### src/rtl/led_seq_ctrl.sv
// led_seq_ctrl: step-rate prescaler and pattern/step sequencer for the
// 16-LED pattern datapath. It produces {pat_sel, step} for the downstream
// pattern ROM, together with step_tick, frame_done and blank. Every output
// is registered.
//
// Build option: define LED_SEQ_REVERSE_EN to add the dir input. With dir=1
// the sequence steps downward. When the macro is undefined the design has no
// dir port and steps upward only.
module led_seq_ctrl #(
   parameter int unsigned FAST_DIV = 11,  // clocks per step when speed=0
   parameter int unsigned SLOW_DIV = 41,  // clocks per step when speed=1
   parameter int unsigned NUM_PAT  = 6,   // number of patterns (1..8)
   parameter int unsigned PAT0_LEN = 16,  // steps in pattern 0
   parameter int unsigned PAT_LEN  = 8    // steps in patterns 1..NUM_PAT-1
) (
   input  logic       clk,
   input  logic       rst,
   input  logic       speed,
   input  logic       en,
   input  logic       pause,
   input  logic       auto_cycle,
   input  logic       next_pat,
`ifdef LED_SEQ_REVERSE_EN
   input  logic       dir,
`endif
   output logic [2:0] pat_sel,
   output logic [3:0] step,
   output logic       step_tick,
   output logic       frame_done,
   output logic       blank
);

   localparam logic [1:0] ST_OFF   = 2'd0;
   localparam logic [1:0] ST_RUN   = 2'd1;
   localparam logic [1:0] ST_PAUSE = 2'd2;

   // The prescaler counts 0..DIV-1, so it compares against DIV-1.
   localparam logic [15:0] FAST_TOP = 16'(FAST_DIV - 1);
   localparam logic [15:0] SLOW_TOP = 16'(SLOW_DIV - 1);

   // Index of the last step of pattern p.
   function automatic logic [3:0] last_step(input logic [2:0] p);
      return (p == 3'd0) ? 4'(PAT0_LEN - 1) : 4'(PAT_LEN - 1);
   endfunction

   // Pattern index after p, wrapping at NUM_PAT.
   function automatic logic [2:0] pat_inc(input logic [2:0] p);
      return (p == 3'(NUM_PAT - 1)) ? 3'd0 : p + 3'd1;
   endfunction

   logic [1:0]  state_q, state_d;
   logic [2:0]  pat_q, pat_d;
   logic [3:0]  step_q, step_d;
   logic [15:0] cnt_q, cnt_d;
   logic        speed_q;
   logic        tick_q, tick_d;
   logic        fd_q, fd_d;
   logic        blank_q, blank_d;

   logic        step_down;
   logic        speed_chg;
   logic [15:0] cnt_top;
   logic [2:0]  adv_pat;
   logic [3:0]  adv_step;
   logic        adv_wrap;

`ifdef LED_SEQ_REVERSE_EN
   assign step_down = dir;
`else
   assign step_down = 1'b0;
`endif

   // A speed change restarts the prescaler with the new divider.
   assign speed_chg = (speed != speed_q);
   assign cnt_top   = speed_q ? SLOW_TOP : FAST_TOP;

   // Where a prescaler tick would move the sequence from its current position.
   always_comb begin
      adv_pat  = pat_q;
      adv_step = step_q;
      adv_wrap = 1'b0;
      if (step_down) begin
         if (step_q != 4'd0) begin
            adv_step = step_q - 4'd1;
         end else begin
            adv_wrap = 1'b1;
            if (auto_cycle) begin
               adv_pat = pat_inc(pat_q);
            end
            // Downward wrap lands on the last step of the resulting pattern.
            adv_step = last_step(adv_pat);
         end
      end else begin
         if (step_q < last_step(pat_q)) begin
            adv_step = step_q + 4'd1;
         end else begin
            adv_wrap = 1'b1;
            adv_step = 4'd0;
            if (auto_cycle) begin
               adv_pat = pat_inc(pat_q);
            end
         end
      end
   end

   // Next-state logic: en=0 beats next_pat, next_pat beats pause and ticks,
   // and pause beats a tick (the counter is simply held).
   always_comb begin
      state_d = state_q;
      pat_d   = pat_q;
      step_d  = step_q;
      cnt_d   = cnt_q;
      tick_d  = 1'b0;
      fd_d    = 1'b0;
      case (state_q)
         ST_RUN, ST_PAUSE: begin
            if (!en) begin
               state_d = ST_OFF;
               pat_d   = 3'd0;
               step_d  = 4'd0;
               cnt_d   = 16'd0;
            end else if (next_pat) begin
               pat_d   = pat_inc(pat_q);
               step_d  = 4'd0;
               cnt_d   = 16'd0;
               tick_d  = 1'b1;
               state_d = pause ? ST_PAUSE : ST_RUN;
            end else if (pause) begin
               state_d = ST_PAUSE;
            end else if (state_q == ST_PAUSE) begin
               // Release: the counter stays frozen this cycle and resumes
               // counting in the first RUN cycle.
               state_d = ST_RUN;
            end else if (!speed_chg) begin
               if (cnt_q == cnt_top) begin
                  cnt_d  = 16'd0;
                  pat_d  = adv_pat;
                  step_d = adv_step;
                  fd_d   = adv_wrap;
                  tick_d = 1'b1;
               end else begin
                  cnt_d = cnt_q + 16'd1;
               end
            end
         end
         default: begin
            // OFF (and any unused encoding): parked at pattern 0, step 0.
            state_d = en ? ST_RUN : ST_OFF;
            pat_d   = 3'd0;
            step_d  = 4'd0;
            cnt_d   = 16'd0;
         end
      endcase
      // A change of the registered speed always restarts the count.
      if (speed_chg) begin
         cnt_d = 16'd0;
      end
      blank_d = (state_d == ST_OFF);
   end

   // State, prescaler and output registers with synchronous reset.
   always_ff @(posedge clk) begin
      if (rst) begin
         state_q <= ST_OFF;
         pat_q   <= 3'd0;
         step_q  <= 4'd0;
         cnt_q   <= 16'd0;
         speed_q <= 1'b0;
         tick_q  <= 1'b0;
         fd_q    <= 1'b0;
         blank_q <= 1'b1;
      end else begin
         state_q <= state_d;
         pat_q   <= pat_d;
         step_q  <= step_d;
         cnt_q   <= cnt_d;
         speed_q <= speed;
         tick_q  <= tick_d;
         fd_q    <= fd_d;
         blank_q <= blank_d;
      end
   end

   assign pat_sel    = pat_q;
   assign step       = step_q;
   assign step_tick  = tick_q;
   assign frame_done = fd_q;
   assign blank      = blank_q;

endmodule
### config.mk
export PLATFORM = sky130hd
export DESIGN_NAME = led_seq_ctrl
export DESIGN_NICKNAME = d
export VERILOG_FILES = /design/src/rtl/led_seq_ctrl.sv
export SDC_FILE = /design/constraint.sdc
export NUM_CORES = 1
export LEC_CHECK = 0
export ABC_AREA = 1
export CAP_MARGIN = 30
export CORE_AREA = 2 2 73 68
export DETAILED_ROUTE_END_ITERATION = 12
export DIE_AREA = 0 0 75 70
export PLACE_DENSITY_LB_ADDON = 0.3
export SKIP_CTS_REPAIR_TIMING = 1
export SLEW_MARGIN = 10
export SYNTH_ARGS = -nofsm -noshare
export SYNTH_HDL_FRONTEND = slang
export SYNTH_SLANG_ARGS = --single-unit
### constraint.sdc
create_clock -name clk -period 2.2 [get_ports clk]
set_input_delay 0.66 -clock clk [delete_from_list [all_inputs] [get_ports clk]]
set_output_delay 0.66 -clock clk [all_outputs]
set_load 0.02 [all_outputs]
After elaboration in Yosys (flattened, before gate mapping)

Index checks and enable logic that the tools add are counted.

$add $sub $neg: 3
Magnitude comparators: 1
Equal/unequal tests: 9
Multiplexer cells: 25
Bitwise operators: 6
Reduce and logical (&&, ||, !) cells: 12

Operator list:

| cell                  | count |
|---|---|
| $mux 3                | 8 |
| $add 16x1->16 const B | 1 |
| $eq 16x6->1           | 1 |
| $mux 16               | 1 |
| $mux 2                | 6 |
| $mux 4                | 2 |
| $reduce_or 8->1       | 1 |
| $mux 1                | 7 |
| $mux 6                | 1 |
| $ne 2x2->1 const B    | 3 |
| $not 1->1             | 6 |
| $reduce_and 6->1      | 1 |
| $reduce_or 5->1       | 1 |
| $add 4x1->4 const B   | 1 |
| $lt 4x4->1            | 1 |
| $reduce_and 4->1      | 1 |
| $reduce_bool 2->1     | 2 |
| $reduce_or 4->1       | 1 |
| $add 3x1->3 const B   | 1 |
| $eq 3x3->1 const B    | 1 |
| $logic_not 3->1       | 1 |
| $reduce_or 3->1       | 1 |
| $eq 2x1->1 const B    | 1 |
| $eq 2x2->1 const B    | 1 |
| other kinds (5)       | 5 |

Register bits: 29
Output and inout port bits: 10
Logic and storage cells: 64

Longest topological paths before layout

Gate-level depths: netlist of run 1.

Depth after elaboration: 9
Gate-level depth with buffers: 11
Depth with buffers taken out: 11

Least setup slack after synthesis of run 1

Ideal clock, no wire load.

Kind: reg-to-reg
From: register pat_q[1], in the netlist pat_sel[1]
To: register pat_q[1], in the netlist pat_sel[1]
Library setup time: 0.070 ns
Arrival: 1.525 ns
Setup slack: 0.605 ns
Cell stages (with the launch flop): 12
Path buffers: 0
Period minus slack after synthesis: 1.595 ns
Cells stage by stage: dfxtp_1 > nor2_1 > nand2_1 > ha_1 > nand3_1 > nand2_1 > inv_1 > nor2_1 > nand3_1 > nand2_1 > nand2_1 > a21oi_1

Cells in the longest elaborated chain, start to end: 9
Elaborated cells on any way between the ends: 15
Those cells by class: 1 x add/sub; 1 x order compare; 2 x eq/ne; 9 x mux; 2 x reduce/logical

Ends and longest elaborated chain:

| element                                          | RTL line | source |
|---|---|---|
| from (decl)                                      | 52       | `logic [2:0] pat_q, pat_d;` |
| from (signal assigned)                           | 174      | `pat_q <= pat_d;` |
| $add 3x1->3 / $eq 3x3->1 (equally long branches) | 48       | `return (p == 3'(NUM_PAT - 1)) ? 3'd0 : p + 3'd1;` |
| $mux 3                                           | 48       |  |
| $mux 3                                           | 99       | `if (auto_cycle) begin` |
| $mux 3                                           | 94       | `if (step_q < last_step(pat_q)) begin` |
| $mux 3                                           | 135      | `if (cnt_q == cnt_top) begin` |
| $mux 3                                           | 134      | `end else if (!speed_chg) begin` |
| $mux 3                                           | 130      | `end else if (state_q == ST_PAUSE) begin` |
| $mux 3                                           | 128      | `end else if (pause) begin` |
| $mux 3                                           | 122      | `end else if (next_pat) begin` |

Several ways; a longest one is shown, not always the timed one. The select of a mux whose other input is x is not followed.
A chain may end at the register's enable or synchronous reset.

Final worst setup path of run 1

From: register pat_q[0], in the netlist pat_sel[0]
To: output port pat_sel[0]

RTL lines:

| element   | RTL line | source |
|---|---|---|
| to (decl) | 26       | `output logic [2:0] pat_sel,` |

No word-level cell between the ends.

==> results of run 1 <==
final cells by class:
cell class / count / area share, %
multi-input combinational: 179 / 47.0
sequential: 29 / 27.2
clock buffer: 7 / 4.05
inverter: 41 / 7.22
timing repair buffer: 25 / 10.7
tap: 65 / 3.81
state kept, by name, summed over array words and instances (netlist names):
register and cells:
cnt_q 16, blank 1, frame_done 1, state_q 2
speed_q 1, step_tick 1, step 4, pat_sel 3
cell usage in the layout, fill, tap and decap left out, drive strengths merged:
cell type	synthesis	layout
xnor2	1	1
clkbuf	0	7
nand3	23	23
or2	1	1
nor3b	3	3
a21oi	13	13
clkdlybuf4s50	0	16
buf	0	9
ha	6	6
clkinv	1	1
xor2	6	6
nand4	6	6
a211oi	3	3
nor3	6	6
nor2	49	49
inv	40	40
o21ai	4	4
dfxtp	29	29
nand2	58	58
through the flow:
step                      instances  worst slack, ns  cell area, um^2  util [%]  hold WS, ns
after floorplan                 249            0.605             1740         -        0.481
after global placement          339           0.0743             2050      44.5        0.502
after detailed placement        339           0.0194             2050      44.5        0.510
after CTS                       346            0.197             2130      46.4        0.520
after global routing            346            0.143             2130      46.4        0.562
final                           346            0.202             2130      46.4        0.515
path summary, 6_finish.rpt:
| check | slack [ns] | cells after the start | endpoint |
|---|---|---|---|
| worst min register to register | 0.51 | 2 | cnt_q[0] |
| worst min-delay path | 0.51 | 2 | cnt_q[0] |
| worst max-delay path | 0.20 | 1 | pat_sel[0] |
| worst max register to register | 0.48 | 11 | pat_sel[1] |
cell families after synthesis:
family,after synthesis
AND/OR/NAND/NOR,146
buffers and inverters,41
flip-flops,29
AO/OA/AOI/OAI,20
XOR/XNOR,7
adder cells (fa/ha/maj),6
power breakdown:
part	total, mW	switching, mW	internal [mW]
clock network	0.448	0.201	0.248
logic	0.0699	0.0376	0.0322
registers	0.533	0.00279	0.530
total	1.05	0.241	0.810
routing by layer:
layer | track usage (%) | wire, um | vias up
li1 | - | - | 847
met1 | 24.4 | 1950 | 715
met2 | 22.0 | 1530 | 25
met3 | 4.76 | 133 | 5
met4 | 6.55 | 57 | 0
met5 | 0 | 0 | -
==> tab_implementation.tex, run 1 <==
\begin{tabular}{lr}
\hline
Metric & Value \\
\hline
\multicolumn{2}{l}{\textbf{Placement}} \\
\quad I/O Buffers & 16 \\
\quad HPWL reported at the end of detailed placement & 2890 um \\
\quad Final weighted congestion of routability-driven global placement & 0.841 \\
\multicolumn{2}{l}{\textbf{Route}} \\
\quad Number of optimization iterations in the first detailed-route pass & 4 \\
\quad Final routed DRC violation total & 0 \\
\quad Via density per instance & 4.60 \\
\quad Via count & 1592 \\
\quad Post-route ant nets & 0 \\
\quad Initial drt markers & 95 \\
\quad Routed len/inst & 10.6 um \\
\quad Aggregate routed wire length & 3670 um \\
\multicolumn{2}{l}{\textbf{Timing}} \\
\quad Pins over their slew limit & 0 \\
\quad Final number of hold-violating endpoints & 0 \\
\quad Total of endpoints with negative setup slack in the final report & 0 \\
\quad Shortest period the worst path allows & 2.00 ns \\
\quad Setup repair after global routing missed its margin & no \\
\quad Final clock skew & 0.00462 ns \\
\quad Worst slew margin relative to its limit & 77.6\% \\
\quad Slew @ Worst Pin & 0.335 ns \\
\quad Aggregate negative setup slack & 0 ns \\
\quad Maximum clock frequency & 500 MHz \\
\quad Final period utilization & 90.8\% \\
\multicolumn{2}{l}{\textbf{Yosys}} \\
\quad Area leader, netlist & sky130\_fd\_sc\_hd\_\_dfxtp\_1 \\
\quad Post-Syn Area per Cell & 6.97 um\^{}2 \\
\quad Net count after synthesis & 262 \\
\quad Netlist Area Pre-Place & 0.00174 mm\^{}2 \\
\quad Cell types with the highest counts after synthesis & 53 x sky130\_fd\_sc\_hd\_\_nand2\_1, 39 x sky130\_fd\_sc\_hd\_\_inv\_1, 39 x sky130\_fd\_sc\_hd\_\_nor2\_1 \\
\quad Cell with the most instances after synthesis & sky130\_fd\_sc\_hd\_\_nand2\_1 \\
\quad Ranking of synthesized cells by area & sky130\_fd\_sc\_hd\_\_dfxtp\_1 33\%, sky130\_fd\_sc\_hd\_\_nand2\_1 11\%, sky130\_fd\_sc\_hd\_\_inv\_1 8.4\%, sky130\_fd\_sc\_hd\_\_nor2\_1 8.4\%, sky130\_fd\_sc\_hd\_\_nand3\_1 6.1\% \\
\quad Synthesis Warnings & 0 \\
\quad Combinational family with the most area after synthesis & simple AND/OR/NAND/NOR gates \\
\quad Cell count after synthesis & 249 \\
\quad Mux share of post-synthesis cell area & 0\% \\
\quad Adder-cell area share of the yosys netlist & 4.32\% \\
\quad Number of enable-type register cells in the synthesized netlist & 0 \\
\quad Number of synthesized register bits & 29 \\
\quad Primary FF master, synth & sky130\_fd\_sc\_hd\_\_dfxtp\_1 \\
\quad Number of unique standard cell types used by synthesis & 25 \\
\quad Seq/Total Area, Yosys & 33.4\% \\
\quad Share of synthesized cell area in and, or, nand and nor gates & 43.4\% \\
\quad Synth Area in XOR/XNOR & 3.53\% \\
\quad Proportion of synthesized flip-flops having asynchronous set or reset & 0\% \\
\quad Fraction of the mapped netlist area in compound gates & 6.41\% \\
\quad Top cell type's share of synthesized area & 33.4\% \\
\multicolumn{2}{l}{\textbf{Worst setup path}} \\
\quad Critical path required time & 1.54 ns \\
\quad Peak fanout along the critical path & 6 \\
\quad Worst setup SP type & flip-flop \\
\quad Endpoint kind of the worst setup timing path & output port \\
\quad Slowest stage cell, crit path & sky130\_fd\_sc\_hd\_\_clkdlybuf4s50\_1 \\
\quad Number of buffer and inverter stages on the critical path & 1 \\
\quad Crit path from & pat\_sel[0] \\
\quad Data arrival time of the worst path & 1.34 ns \\
\quad Cells along the critical path & clkdlybuf4s50\_1 \\
\quad R2r startpoint & pat\_sel[0] \\
\quad Delay of the slowest cell on the worst path & 0.64 ns \\
\quad Category of the critical setup timing path & flip-flop to output port \\
\quad Cell type group with the largest total delay on the critical path & buffers and inverters \\
\multicolumn{2}{l}{\textbf{Layout}} \\
\quad Antenna fix cells & 0 \\
\quad Area occupied by multi-input gates & 0.00100 mm\^{}2 \\
\quad Area occupied by registers & 581 um\^{}2 \\
\quad Synth-to-Final Area Change & 22.8\% \\
\quad Count of filler cells inserted in the layout & 455 \\
\quad Net count of the finished layout & 294 \\
\quad Fraction of final layout cells with drive strength greater than 1 & 14.2\% \\
\multicolumn{2}{l}{\textbf{Global route}} \\
\quad Pin count of the biggest net entering global routing & 9 \\
\quad Antenna violations before repair & 0 \\
\quad Total global routing track utilization & 16.5\% \\
\quad Wire length of the first global-routing pass & 6690 um \\
\quad Number of global-route vias before repair & 1437 \\
\quad Leftover overflow at the end of global routing & 0 \\
\multicolumn{2}{l}{\textbf{Clock network}} \\
\quad Number of CTS-inserted buffers & 5 \\
\quad Clock tree root driver cell & sky130\_fd\_sc\_hd\_\_clkbuf\_8 \\
\quad Number of sinks handled by clock tree synthesis & 29 \\
\quad Insertion delay to the later sink of the worst-skew pair & 0.28 ns \\
\quad Clock slew at reported path FFs & 0.06 ns \\
\quad Level count of the clock H-tree & 2 \\
\quad Maximum buffer depth of the clock tree & 2 \\
\quad TritonCTS clock tree & done \\
\multicolumn{2}{l}{\textbf{Min path}} \\
\quad Hold path startpoint & cnt\_q[0] \\
\quad Hold crit path type & flip-flop to flip-flop \\
\multicolumn{2}{l}{\textbf{Power and ir drop}} \\
\quad Power Total & 1.05 mW \\
\quad Peak supply drop & 0.276 mV \\
\quad Power Dens Cells & 493 mW/mm\^{}2 \\
\quad Leak & 0.820 nW \\
\multicolumn{2}{l}{\textbf{Floorplanning}} \\
\quad Die Width & 75 um \\
\quad Effective utilization at floorplan & 37.8\% \\
\quad Core Footprint & 0.00459 mm\^{}2 \\
\quad Die Area & 0.00525 mm\^{}2 \\
\quad Num rows & 24 \\
\quad Overall die height & 70 um \\
\quad I/O Pins & 17 \\
\multicolumn{2}{l}{\textbf{Flow run}} \\
\quad Max\_cap viols & 0 \\
\multicolumn{2}{l}{\textbf{Outcome}} \\
\quad Outcome & completed \\
\hline
\end{tabular}
No activity file was read; power rests on OpenSTA's default activity.
==> run 2: changes to the inputs <==
- SKIP_LAST_GASP: not set -> 1
==> results of run 2 <==
The final DEF is identical to that of run 1; final timing and power are the same.
==> run 3: changes to the inputs <==
- ABC_AREA: 1 -> not set
- CORE_AREA: 2 2 73 68 -> 2 2 66 61
- DIE_AREA: 0 0 75 70 -> 0 0 68 63
==> run 3 against run 2 <==
Compared with the run above:
- critical path depth grew 5
- worst hold slack lost 0.021 ns
- flip-flop and latch count is the same
- final cell count shrank 29%
- first-iteration DRC count shrank 39%
- routed wire length shrank 23%
- via count shrank 25%
- area after synthesis shrank 20%
- global-route usage shrank 1.1 points
- combinational power grew 3%
==> tab_implementation.tex, run 3 <==
\begin{tabular}{lr}
\hline
Metric & Value \\
\hline
\multicolumn{2}{l}{\textbf{Outcome}} \\
\quad Outcome & completed (unchanged) \\
\multicolumn{2}{l}{\textbf{Layout}} \\
\quad Flip-flop count of the largest register after layout & 16 (unchanged) \\
\quad Most common cell after layout, fill and taps aside & sky130\_fd\_sc\_hd\_\_dfxtp\_1 (was sky130\_fd\_sc\_hd\_\_nand2\_1) \\
\quad Net count of the finished layout & 210 (was 294) \\
\quad Fraction of final layout cells with drive strength greater than 1 & 21.2\% (was 14.2\%) \\
\quad Antenna fix cells & 0 (unchanged) \\
\quad Top library cells by usage in the layout, fill and taps aside & 28 x sky130\_fd\_sc\_hd\_\_dfxtp\_1, 25 x sky130\_fd\_sc\_hd\_\_nor2\_1, 17 x sky130\_fd\_sc\_hd\_\_buf\_4 (was 53 x sky130\_fd\_sc\_hd\_\_nand2\_1, 39 x sky130\_fd\_sc\_hd\_\_nor2\_1, 39 x sky130\_fd\_sc\_hd\_\_inv\_1) \\
\quad Non-Filler Cell Area, Final & 0.00189 mm\^{}2 (was 0.00213 mm\^{}2) \\
\quad Synth-to-Final Area Change & 36.2\% (was 22.8\%) \\
\quad Register containing the most flip-flops in the final layout & cnt\_q (unchanged) \\
\multicolumn{2}{l}{\textbf{Floorplanning}} \\
\quad Die Area & 0.00428 mm\^{}2 (was 0.00525 mm\^{}2) \\
\quad I/O Pins & 17 (unchanged) \\
\quad Overall die height & 63 um (was 70 um) \\
\quad Num rows & 21 (was 24) \\
\quad Die Width & 68 um (was 75 um) \\
\quad Core Footprint & 0.00363 mm\^{}2 (was 0.00459 mm\^{}2) \\
\quad Effective utilization at floorplan & 38.3\% (was 37.8\%) \\
\multicolumn{2}{l}{\textbf{Yosys}} \\
\quad Number of synthesized register bits & 29 (unchanged) \\
\quad Ranking of synthesized cells by area & sky130\_fd\_sc\_hd\_\_dfxtp\_1 42\%, sky130\_fd\_sc\_hd\_\_nor2\_1 6.8\%, sky130\_fd\_sc\_hd\_\_xnor2\_1 6.3\%, sky130\_fd\_sc\_hd\_\_ha\_1 5.4\%, sky130\_fd\_sc\_hd\_\_xor2\_1 4.4\% (was sky130\_fd\_sc\_hd\_\_dfxtp\_1 33\%, sky130\_fd\_sc\_hd\_\_nand2\_1 11\%, sky130\_fd\_sc\_hd\_\_inv\_1 8.4\%, sky130\_fd\_sc\_hd\_\_nor2\_1 8.4\%, sky130\_fd\_sc\_hd\_\_nand3\_1 6.1\%) \\
\quad Number of enable-type register cells in the synthesized netlist & 0 (unchanged) \\
\quad Synthesis Warnings & 0 (unchanged) \\
\quad Cell with the most instances after synthesis & sky130\_fd\_sc\_hd\_\_dfxtp\_1 (was sky130\_fd\_sc\_hd\_\_nand2\_1) \\
\quad Number of unique standard cell types used by synthesis & 34 (was 25) \\
\quad Cell types with the highest counts after synthesis & 29 x sky130\_fd\_sc\_hd\_\_dfxtp\_1, 25 x sky130\_fd\_sc\_hd\_\_nor2\_1, 13 x sky130\_fd\_sc\_hd\_\_nand2\_1 (was 53 x sky130\_fd\_sc\_hd\_\_nand2\_1, 39 x sky130\_fd\_sc\_hd\_\_inv\_1, 39 x sky130\_fd\_sc\_hd\_\_nor2\_1) \\
\quad Area leader, netlist & sky130\_fd\_sc\_hd\_\_dfxtp\_1 (unchanged) \\
\quad Netlist Area Pre-Place & 0.00139 mm\^{}2 (was 0.00174 mm\^{}2) \\
\quad Proportion of synthesized flip-flops having asynchronous set or reset & 0\% (unchanged) \\
\quad Primary FF master, synth & sky130\_fd\_sc\_hd\_\_dfxtp\_1 (unchanged) \\
\quad Post-Syn Area per Cell & 8.89 um\^{}2 (was 6.97 um\^{}2) \\
\quad Seq/Total Area, Yosys & 41.8\% (was 33.4\%) \\
\quad Net count after synthesis & 169 (was 262) \\
\quad Top cell type's share of synthesized area & 41.8\% (was 33.4\%) \\
\quad Cell count after synthesis & 156 (was 249) \\
\multicolumn{2}{l}{\textbf{Clock network}} \\
\quad Maximum buffer depth of the clock tree & 2 (unchanged) \\
\quad TritonCTS clock tree & done (unchanged) \\
\quad Number of sinks handled by clock tree synthesis & 29 (unchanged) \\
\quad Number of CTS-inserted buffers & 5 (unchanged) \\
\quad Level count of the clock H-tree & 2 (unchanged) \\
\quad Clock tree root driver cell & sky130\_fd\_sc\_hd\_\_clkbuf\_8 (unchanged) \\
\quad Insertion delay to the later sink of the worst-skew pair & 0.28 ns (about the same) \\
\quad Clock slew at reported path FFs & 0.06 ns (about the same) \\
\multicolumn{2}{l}{\textbf{Worst setup path}} \\
\quad Category of the critical setup timing path & primary input to flip-flop (was flip-flop to output port) \\
\quad Worst setup SP type & primary input (was flip-flop) \\
\quad Slowest stage cell, crit path & sky130\_fd\_sc\_hd\_\_clkdlybuf4s50\_1 (unchanged) \\
\quad Critical path required time & 2.42 ns (was 1.54 ns) \\
\quad Data arrival time of the worst path & 2.32 ns (was 1.34 ns) \\
\quad Peak fanout along the critical path & 4 (was 6) \\
\quad Endpoint kind of the worst setup timing path & flip-flop (was output port) \\
\quad Cells along the critical path & clkdlybuf4s50\_1, xnor2\_2, and4\_4, a41oi\_4, or4\_1, a21oi\_1 (was clkdlybuf4s50\_1) \\
\quad Delay of the slowest cell on the worst path & 0.52 ns (was 0.64 ns) \\
\multicolumn{2}{l}{\textbf{Placement}} \\
\quad Placed Instance Area & 0.00173 mm\^{}2 (was 0.00205 mm\^{}2) \\
\quad HPWL reported at the end of detailed placement & 2140 um (was 2890 um) \\
\quad Final weighted congestion of routability-driven global placement & 0.779 (was 0.841) \\
\quad I/O Buffers & 16 (unchanged) \\
\multicolumn{2}{l}{\textbf{Timing}} \\
\quad Setup repair after global routing missed its margin & no (unchanged) \\
\quad Shortest period the worst path allows & 2.10 ns (was 2.00 ns) \\
\quad Worst hold-check slack & 0.493 ns (was 0.515 ns) \\
\quad Final clock skew & 0.00365 ns (was 0.00462 ns) \\
\quad Pins over their slew limit & 0 (unchanged) \\
\quad Maximum clock frequency & 476 MHz (was 500 MHz) \\
\quad Final period utilization & 95.5\% (was 90.8\%) \\
\quad Worst slew margin relative to its limit & 70.4\% (was 77.6\%) \\
\quad Total of endpoints with negative setup slack in the final report & 0 (unchanged) \\
\quad Final number of hold-violating endpoints & 0 (unchanged) \\
\quad Slew @ Worst Pin & 0.440 ns (was 0.335 ns) \\
\multicolumn{2}{l}{\textbf{Route}} \\
\quad Number of optimization iterations in the first detailed-route pass & 4 (unchanged) \\
\quad Via count & 1200 (was 1592) \\
\quad Aggregate routed wire length & 2820 um (was 3670 um) \\
\quad Post-route ant nets & 0 (unchanged) \\
\quad Uppermost layer routed & met4 (unchanged) \\
\quad Via density per instance & 4.92 (was 4.60) \\
\quad Initial drt markers & 58 (was 95) \\
\quad Routed met2 length & 1370 um (was 1530 um) \\
\quad Met3 wire length & 135 um (was 133 um) \\
\quad Met1 routed wirelength after detailed routing & 1270 um (was 1950 um) \\
\quad Routed len/inst & 11.6 um (was 10.6 um) \\
\quad Final routed DRC violation total & 0 (unchanged) \\
\multicolumn{2}{l}{\textbf{Global route}} \\
\quad Leftover overflow at the end of global routing & 0 (unchanged) \\
\quad Pin count of the biggest net entering global routing & 17 (was 9) \\
\quad Number of global-route vias before repair & 1180 (was 1437) \\
\quad Antenna violations before repair & 0 (unchanged) \\
\quad Wire length of the first global-routing pass & 4960 um (was 6690 um) \\
\quad Total global routing track utilization & 15.4\% (was 16.5\%) \\
\multicolumn{2}{l}{\textbf{Power and ir drop}} \\
\quad Peak supply drop & 0.365 mV (was 0.276 mV) \\
\quad Power Dens Cells & 542 mW/mm\^{}2 (was 493 mW/mm\^{}2) \\
\quad Leak & 0.663 nW (was 0.820 nW) \\
\multicolumn{2}{l}{\textbf{Min path}} \\
\quad Hold crit path type & flip-flop to flip-flop (unchanged) \\
\multicolumn{2}{l}{\textbf{Flow run}} \\
\quad Max\_cap viols & 0 (unchanged) \\
\hline
\end{tabular}
## run 3: cell types whose count changed after synthesis, moves of 5 or more
cell | before | now
sky130_fd_sc_hd__nand2_1 | 53 | 13
sky130_fd_sc_hd__nor2_1 | 39 | 25
sky130_fd_sc_hd__nor2_2 | 5 | 0
sky130_fd_sc_hd__xnor2_1 | 1 | 10
sky130_fd_sc_hd__inv_1 | 39 | 8
sky130_fd_sc_hd__nand3_1 | 21 | 6
## run 3: worst paths after layout
| path | from | endpoint | slack, ns | depth (start not counted) |
|---|---|---|---|---|
| worst max-delay path | speed | pat_sel[1] | 0.1 | 6 |
| worst min-delay path | cnt_q[1] | cnt_q[1] | 0.49 | 2 |
| worst max register to register | cnt_q[4] | pat_sel[1] | 0.1 | 6 |
| worst min register to register | cnt_q[1] | cnt_q[1] | 0.49 | 2 |
## run 3: area by class of cell
| cell class | count | area, um^2 |
|---|---|---|
| Clock buffer | 8 | 80.1 |
| Fill cell | 339 | 1740 |
| Inverter | 8 | 30.0 |
| Multi-Input combinational cell | 118 | 818 |
| Sequential cell | 29 | 582 |
| Tap cell | 46 | 57.6 |
| Timing Repair Buffer | 35 | 322 |
## run 3: cells by family after synthesis
group / after synthesis / share of synthesized area (%)
XOR/XNOR: 17 / 10.7
adder cells (fa/ha/maj): 6 / 5.41
AND/OR/NAND/NOR: 77 / 30.2
AO/OA/AOI/OAI: 18 / 9.38
buffers and inverters: 9 / 2.43
flip-flops: 29 / 41.8
## run 3: through the flow
| step | utilization [%] | setup WS [ns] | power (mW) | setup TNS, ns | instances |
|---|---|---|---|---|---|
| 2_1_floorplan | - | 0.0644 | 0.572 | 0 | 156 |
| 3_3_place_gp | 47.8 | -0.282 | 0.605 | -3.38 | 233 |
| 3_5_place_dp | 47.8 | -0.325 | 0.607 | -3.86 | 233 |
| 4_1_cts | 50.0 | -0.0183 | 1.03 | -0.0297 | 241 |
| 5_1_grt | 52.1 | 0.0158 | 1.07 | 0 | 244 |
| 6_report | 52.1 | 0.0993 | 1.02 | 0 | 244 |
## run 3: per-layer routing
layer	vias up	global-route usage (%)
met2	19	24.4
met4	0	5.50
li1	622	-
met1	554	17.9
met5	-	0
met3	5	7.21
## run 3: power breakdown
part | switching (mW) | total, mW | leakage, nW | internal, mW
sequential | 0.00292 | 0.533 | 0.235 | 0.530
combinational | 0.0310 | 0.0718 | 0.389 | 0.0408
clock | 0.195 | 0.419 | 0.0395 | 0.224
total | 0.229 | 1.02 | 0.663 | 0.795
## run 3: critical path: cells and delay by family
| family | cells | cell delay, ns |
|---|---|---|
| AOI/OAI and AO/OA | 2 | 0.28 |
| xor gates and xnor gates | 1 | 0.13 |
| and+or+nand+nor | 2 | 0.73 |
| buffers and inverters | 1 | 0.52 |
